===== config.mk =====
export PLATFORM = sky130hd
export DESIGN_NAME = hazard_flush_ctrl
export DESIGN_NICKNAME = d
export VERILOG_FILES = /design/src/rtl/hazard_flush_ctrl.sv
export SDC_FILE = /design/constraint.sdc
export NUM_CORES = 1
export LEC_CHECK = 0
export ABC_AREA = 0
export CAP_MARGIN = 20
export CORE_ASPECT_RATIO = 1.25
export CORE_MARGIN = 3
export CORE_UTILIZATION = 51
export CTS_CLUSTER_DIAMETER = 100
export DETAILED_ROUTE_END_ITERATION = 7
export GPL_ROUTABILITY_DRIVEN = 0
export PLACE_DENSITY = 0.86
export SETUP_SLACK_MARGIN = 0.15
export SLEW_MARGIN = 0
export SYNTH_ARGS = -nofsm -noshare
export SYNTH_HDL_FRONTEND = slang
export SYNTH_SLANG_ARGS = --single-unit

===== constraint.sdc =====
create_clock -name clk -period 7.8 [get_ports clk]
set_input_delay 1.56 -clock clk [delete_from_list [all_inputs] [get_ports clk]]
set_output_delay 1.56 -clock clk [all_outputs]
set_load 0.02 [all_outputs]

===== src/rtl/hazard_flush_ctrl.sv =====
// Pipeline sequencing controller: load-use bubble insertion, branch/jump flush
// strobes, memory-wait freeze and stall/flush performance counters.
module hazard_flush_ctrl #(
    parameter int LOAD_STALL_CYCLES = 1,
    parameter int CNT_W             = 32
) (
    input  logic             clk,
    input  logic             rst,
    input  logic [4:0]       id_rs,
    input  logic [4:0]       id_rt,
    input  logic             id_uses_rt,
    input  logic             ex_MemtoReg,
    input  logic             ex_RegWr,
    input  logic [4:0]       ex_rt,
    input  logic             mem_branch_taken,
    input  logic             mem_jump,
    input  logic             dmem_wait,
    output logic             pc_hold,
    output logic             ifid_hold,
    output logic             idex_bubble,
    output logic             pipe_freeze,
    output logic             Branch_fc,
    output logic             Jump_fc,
    output logic             stall_active,
    output logic [CNT_W-1:0] stall_cnt,
    output logic [CNT_W-1:0] flush_cnt
);

    typedef enum logic {
        RUN   = 1'b0,
        STALL = 1'b1
    } state_t;

    // Bubbles remaining after the first one; only meaningful when more than one is needed.
    localparam logic [1:0] REM_INIT    = 2'(LOAD_STALL_CYCLES - 1);
    localparam bit         MULTI_STALL = (LOAD_STALL_CYCLES > 1);

    state_t           state_reg, state_next;
    logic [1:0]       rem_reg, rem_next;
    logic [CNT_W-1:0] stall_cnt_reg, flush_cnt_reg;
    logic             stall_inc, flush_inc;
    logic             hazard, flush_req;

    assign hazard = ex_MemtoReg & ex_RegWr & (ex_rt != 5'd0) &
                    ((ex_rt == id_rs) | (id_uses_rt & (ex_rt == id_rt)));
    assign flush_req = mem_branch_taken | mem_jump;

    always_comb begin
        state_next  = state_reg;
        rem_next    = rem_reg;
        pc_hold     = 1'b0;
        ifid_hold   = 1'b0;
        idex_bubble = 1'b0;
        pipe_freeze = 1'b0;
        Branch_fc   = 1'b0;
        Jump_fc     = 1'b0;
        stall_inc   = 1'b0;
        flush_inc   = 1'b0;

        if (rst) begin
            state_next = RUN;
            rem_next   = 2'd0;
        end else if (dmem_wait) begin
            // Whole pipe frozen; a pending flush waits in MEM until memory is ready.
            pc_hold     = 1'b1;
            ifid_hold   = 1'b1;
            pipe_freeze = 1'b1;
        end else if (flush_req) begin
            // The load-dependent instruction is squashed, so any stall is dropped.
            Branch_fc  = mem_branch_taken;
            Jump_fc    = mem_jump & ~mem_branch_taken;
            flush_inc  = 1'b1;
            state_next = RUN;
            rem_next   = 2'd0;
        end else begin
            unique case (state_reg)
                RUN: begin
                    if (hazard) begin
                        pc_hold     = 1'b1;
                        ifid_hold   = 1'b1;
                        idex_bubble = 1'b1;
                        stall_inc   = 1'b1;
                        if (MULTI_STALL) begin
                            state_next = STALL;
                            rem_next   = REM_INIT;
                        end
                    end
                end
                STALL: begin
                    pc_hold     = 1'b1;
                    ifid_hold   = 1'b1;
                    idex_bubble = 1'b1;
                    stall_inc   = 1'b1;
                    rem_next    = rem_reg - 2'd1;
                    if (rem_reg == 2'd1) begin
                        state_next = RUN;
                    end
                end
                default: begin
                    state_next = RUN;
                    rem_next   = 2'd0;
                end
            endcase
        end
    end

    always_ff @(posedge clk) begin
        if (rst) begin
            state_reg     <= RUN;
            rem_reg       <= 2'd0;
            stall_cnt_reg <= '0;
            flush_cnt_reg <= '0;
        end else begin
            state_reg     <= state_next;
            rem_reg       <= rem_next;
            stall_cnt_reg <= stall_cnt_reg + {{(CNT_W-1){1'b0}}, stall_inc};
            flush_cnt_reg <= flush_cnt_reg + {{(CNT_W-1){1'b0}}, flush_inc};
        end
    end

    assign stall_active = (state_reg == STALL);
    assign stall_cnt    = stall_cnt_reg;
    assign flush_cnt    = flush_cnt_reg;

endmodule


==> flow_summary.ini, run 1 <==
[die]
core_mm2 = 0.00621
die_width_um = 77.9
dieArea_mm2 = 0.00746
ioPinCount = 94
start_util_pct = 53.1
die_y_um = 95.8
rows = 32

[sta]
worst_slack_ns = 2.45
fin_crit_ns = 5.35
setup_tns_ns = 0
rsz0062_at_grt = false
skew_ns = 0.00972
report.final.slew_viol_count = 0
max_clock_freq_mhz = 187
hold_ws_ns = 0.475
post-route-period-util_pct = 68.7
hold_viol_final = 0
finalSetupViolations = 0
slew_headroom_pct = 50.5
tightest_slew_ns = 0.743

[critical_path]
cp.required_ns = 6.24
crit_path_end_kind = output pin
cp.arrival_ns = 3.79
cp_max_fo = 5
critPathKind = primary input to output pin
startpoint_type = primary input

[routing]
drc = 0
dr.pass1.iters = 4
vias_per_cell = 5.85
wirelength_um = 8090
drtIter0Drc = 197
vias = 3255
wire_per_inst_um = 14.5
ant_nets = 0

[synthesis]
ys_seq_area_share_pct = 40.7
synth_top_area_share_pct = 40.7
ys_async_sr_fraction_pct = 0
synth_cells = 382
syn_area_mm2 = 0.00329
syn-num-nets = 410
synth_ff_type = dfxtp_1
synth-edff-count = 0
synth-seq-cells = 67
synth.area.top_cells = dfxtp_1 (41%), a21oi_1 (5.5%), or4_1 (5.5%), o31ai_1 (5.0%), xor2_1 (4.8%)
yosysUniqueCellTypes = 39
yosysWarningCount = 0
synth_top_cell_by_area = dfxtp_1
avgSynthCellArea_um2 = 8.62

[cts]
post_cts_resized = 0
insertion_delay_ns = 0.33
cts_tree = built
cts_made_buffers = 9
cts_setup_buffers = 0
clk_pin_slew_ns = 0.07
root_buffer = clkbuf_8
cts_hold_buffers = 0
htreeDepth = 3
cts.sinks = 67
clock_path_buffers = 2

[grt]
grt_pass1_wl_um = 13300
grtUsageTotal_pct = 21.6
grt_pass1_vias = 3065
grt_overflow = 0
grt_max_degree = 75
antenna_found_initial = 0

[layout]
area_growth_pct = 34.2
multi_input_area_mm2 = 0.00180
diodes = 0
nNetsFinal = 494
drive_gt1_share_pct = 4.88
fillers = 500
design_area_mm2 = 0.00442
regArea_mm2 = 0.00134
final_core_util_pct = 71.2

[status]
status = finished clean

[run]
drv_cap = 0

[power]
power.leakage_uw = 0.00136
ir_worst_vdd_mv = 0.135
pwr_density_cell_mw_per_mm2 = 152

[placed_design]
io_buffers = 93
dpl.hpwl_um = 5710
placed_cell_area_mm2 = 0.00421
pre_cts_ws_ns = 2.42

[min_path]
hold_path_class = flip-flop to flip-flop
[kinds of logic (layout without fill, tap and decap cells)]
| group | Yosys count | in the layout | synth area share, % |
|---|---|---|---|
| muxes | 1 | 1 | 0.342 |
| adders and majority gates | 5 | 5 | 1.90 |
| buffers and inverters | 30 | 119 | 4.67 |
| AOI/OAI and AO/OA | 77 | 77 | 13.7 |
| and+or+nand+nor | 167 | 167 | 29.4 |
| xor gates and xnor gates | 35 | 35 | 9.31 |
| DFF | 67 | 67 | 40.7 |
[cells in the final DEF (no fill, tap or decap), types with 2 or more instances in the layout]
cell | Yosys | routed
a21oi_1 | 36 | 36
and3_1 | 3 | 3
and4_1 | 7 | 7
clkbuf_1 | 11 | 3
clkbuf_8 | 1 | 12
clkdlybuf4s50_1 | 0 | 92
dfxtp_1 | 67 | 67
ha_1 | 5 | 5
inv_1 | 9 | 9
nand2_1 | 17 | 17
nand3_1 | 23 | 23
nand3_2 | 2 | 2
nand4_1 | 15 | 15
nor2_1 | 29 | 29
nor2b_1 | 6 | 6
nor3_1 | 9 | 9
nor4_1 | 8 | 8
o21ai_0 | 16 | 16
o31ai_1 | 22 | 22
or3_1 | 14 | 14
or3_2 | 3 | 3
or4_1 | 24 | 24
xnor2_1 | 17 | 17
xor2_1 | 18 | 18
[per-stage QoR]
step           instances  total power, µW
4_1_cts              556              677
2_1_floorplan        382              367
6_report             556              671
3_3_place_gp         540              384
5_1_grt              556              696
3_5_place_dp         540              385
[worst max-delay path, stage by stage]
cell             delay [ns]
clkdlybuf4s50_1        0.48
nor2_1                 0.27
nand3_1                0.11
or3_1                  0.32
o31ai_1                0.36
clkdlybuf4s50_1        0.69
[cells in the mapped netlist, types with 8 or more instances]
| master | number |
|---|---|
| a21oi_1 | 36 |
| xor2_1 | 18 |
| nand2_1 | 17 |
| dfxtp_1 | 67 |
| o21ai_0 | 16 |
| o31ai_1 | 22 |
| or3_1 | 14 |
| clkbuf_1 | 11 |
| or4_1 | 24 |
| nor2_1 | 29 |
| nand4_1 | 15 |
| inv_1 | 9 |
| nor3_1 | 9 |
| nand3_1 | 23 |
| xnor2_1 | 17 |
| nor4_1 | 8 |
[layout make-up]
type | instances | area share, %
well taps | 85 | 2.41
repair buffers | 94 | 21.1
clock inverters | 1 | 0.680
clock buffers | 15 | 3.99
flip-flops and latches | 67 | 30.4
multi-input cells | 285 | 40.7
inverters | 9 | 0.764
[final timing paths]
path,cells past startpoint,startpoint,to,slack (ns)
max,6,mem_branch_taken,idex_bubble,2.45
min,2,rem_reg[1],rem_reg[1],0.48
max reg2reg,9,stall_active,stall_cnt[28],4.60
min reg2reg,2,rem_reg[1],rem_reg[1],0.48
[power by group]
group	internal, µW	leakage, µW	switching, µW
registers	343	0.000540	0.429
logic	17.0	0.000721	16.5
clock network	175	0.000104	120
total	534	0.00136	137
[routing by layer]
layer	up-vias	global-route usage, %	wire length [µm]	part of all wire, %
met5	-	0	0	0
met4	0	7.42	51	0.63
met3	6	6.84	666	8.2
met2	120	38.4	4180	52
met1	1540	24.4	3190	39
li1	1589	-	-	-
No activity file was read; power rests on OpenSTA's default activity.
==> run 2, diff against run 1 <==
--- a/config.mk
+++ b/config.mk
@@ -9,11 +9,11 @@
 export CAP_MARGIN = 20
 export CORE_ASPECT_RATIO = 1.25
 export CORE_MARGIN = 3
-export CORE_UTILIZATION = 51
+export CORE_UTILIZATION = 48
 export CTS_CLUSTER_DIAMETER = 100
 export DETAILED_ROUTE_END_ITERATION = 7
 export GPL_ROUTABILITY_DRIVEN = 0
-export PLACE_DENSITY = 0.86
+export PLACE_DENSITY = 0.81
 export SETUP_SLACK_MARGIN = 0.15
 export SLEW_MARGIN = 0
 export SYNTH_ARGS = -nofsm -noshare
==> constraint.sdc (replaced) <==
create_clock -name clk -period 5 [get_ports clk]
set_input_delay 1 -clock clk [delete_from_list [all_inputs] [get_ports clk]]
set_output_delay 1 -clock clk [all_outputs]
set_load 0.02 [all_outputs]
==> run 2 against run 1 <==
Compared with the run above: clock skew hardly changed; sequential share of layout area is 0.25 points higher; worst setup slack worse by 1.8 ns; utilization is 4.9 points lower; highest routed layer unchanged; critical endpoint is now stall_cnt[30]; total power is 44% higher; sequential power is 56% higher; via count is 1.8% lower; non-clock buffer count is 1 higher; cell area is 0.82% lower; combinational power is 59% higher; largest power group unchanged; global-route usage is 1.2 points lower; critical path depth is 5 higher.
==> flow_summary.ini, run 2 (synthesis results as in run 1) <==
[sta]
max_clock_freq_mhz = 232
report.final.slew_viol_count = 0
hold_viol_final = 0
tightest_slew_ns = 0.724
slew_headroom_pct = 51.7
finalSetupViolations = 0
skew_ns = 0.0101
fin_crit_ns = 4.31
setup_tns_ns = 0
rsz0062_at_grt = false
post-route-period-util_pct = 86.2

[min_path]
worstHoldEndpoint = flush_cnt[31]
hold_path_class = flip-flop to flip-flop
min_from = flush_cnt[31]
hold_depth = 2

[critical_path]
cp.required_ns = 5.27
crit_chain = clkdlybuf4s50_1 > xor2_1 > nor4_1 > a32oi_1 > o31ai_1 > ha_1 > ha_1 > nand3_1 > or4_1 > or4_1 > a21oi_1
r2r_start = stall_active
slowest_stage = or4_1
r2r_slack_ns = 1.84
critPathKind = primary input to flip-flop
cp.arrival_ns = 4.58
reg2reg_depth = 9
startpoint_type = primary input
reg2reg_to = stall_cnt[30]
crit_path_end_kind = flip-flop
critical-path-max-stage-delay_ns = 0.76
cp_max_fo = 16

[status]
status = finished clean

[cts]
clock_path_buffers = 2
insertion_delay_ns = 0.34
clk_pin_slew_ns = 0.08
root_buffer = clkbuf_8
cts_made_buffers = 9
post_cts_resized = 0
cts_setup_buffers = 0
cts.sinks = 67
cts_hold_buffers = 0
htreeDepth = 3
cts_tree = built

[die]
die_width_um = 80.1
dieArea_mm2 = 0.00790
ioPinCount = 94
die_y_um = 98.6
rows = 33
core_mm2 = 0.00661
start_util_pct = 49.8

[grt]
grt_overflow = 0
grt_pass1_wl_um = 13300
grt_max_degree = 73
grtUsageTotal_pct = 20.4
antenna_found_initial = 0
grt_pass1_vias = 3059

[routing]
wirelength_um = 7860
dr.pass1.iters = 4
wire_per_inst_um = 14.1
vias_per_cell = 5.72
drtIter0Drc = 186
ant_nets = 0
vias = 3195
drc = 0

[layout]
nNetsFinal = 495
final_core_util_pct = 66.3
drive_gt1_share_pct = 5.51
layout_common_cells = clkdlybuf4s50_1 (92), dfxtp_1 (67), a21oi_1 (36), nor2_1 (29), or4_1 (24)
area_growth_pct = 33.1
diodes = 0
design_area_mm2 = 0.00438
mostFrequentLayoutCell = clkdlybuf4s50_1

[power]
ir_worst_vdd_mv = 0.173
pwr_density_cell_mw_per_mm2 = 220
power.leakage_uw = 0.00135

[placed_design]
placed_cell_area_mm2 = 0.00422
dpl.hpwl_um = 5630
io_buffers = 93

[run]
drv_cap = 0
[run 2: stage by stage]
step / instances / hold WS [ns] / worst slack, ns / total power, µW
floorplan: 382 / 0.450 / 0.730 / 572
global placement: 543 / 0.460 / 0.433 / 600
detailed placement: 543 / 0.474 / 0.286 / 601
CTS: 559 / 0.485 / 0.659 / 976
global route: 559 / 0.504 / 0.377 / 1000
finish: 559 / 0.479 / 0.689 / 966
[run 2: worst max-delay path: cells and delay by family]
family	cells	cell delay (ns)
adder cells (fa/ha/maj)	2	0.51
buffers and inverters	1	0.47
AND/OR/NAND/NOR	4	1.79
AO/OA/AOI/OAI	3	0.62
XOR/XNOR	1	0.19
[run 2: where the power goes]
part | internal, µW | switching [µW]
logic | 27.0 | 26.1
clock network | 175 | 203
registers | 534 | 0.628
total | 737 | 229
[run 2: worst max-delay path by stage]
stage                   from       endpoint  depth (start not counted)
floorplan           mem_jump  stall_cnt[30]                         11
global placement    ex_rt[0]  stall_cnt[28]                         11
detailed placement  ex_rt[3]  stall_cnt[30]                         11
CTS                 ex_rt[3]  stall_cnt[26]                         11
global route        ex_rt[0]  stall_cnt[26]                         11
finish              ex_rt[0]  stall_cnt[30]                         11
[run 2: layer usage]
layer / up-vias / wire [µm] / GRT usage (%)
met3: 12 / 560 / 7.77
met5: - / 0 / 0
met2: 91 / 3880 / 33.8
li1: 1592 / - / -
met1: 1500 / 3310 / 24.1
met4: 0 / 104 / 6.76
[run 2: layout make-up]
cell class	instances	area, µm²
Fill cell	559	2220
Multi-Input combinational cell	285	1800
Sequential cell	67	1340
Timing Repair Buffer	95	941
Clock buffer	10	128
Tap cell	87	109
Inverter	9	33.8
Clock inverter	6	32.5
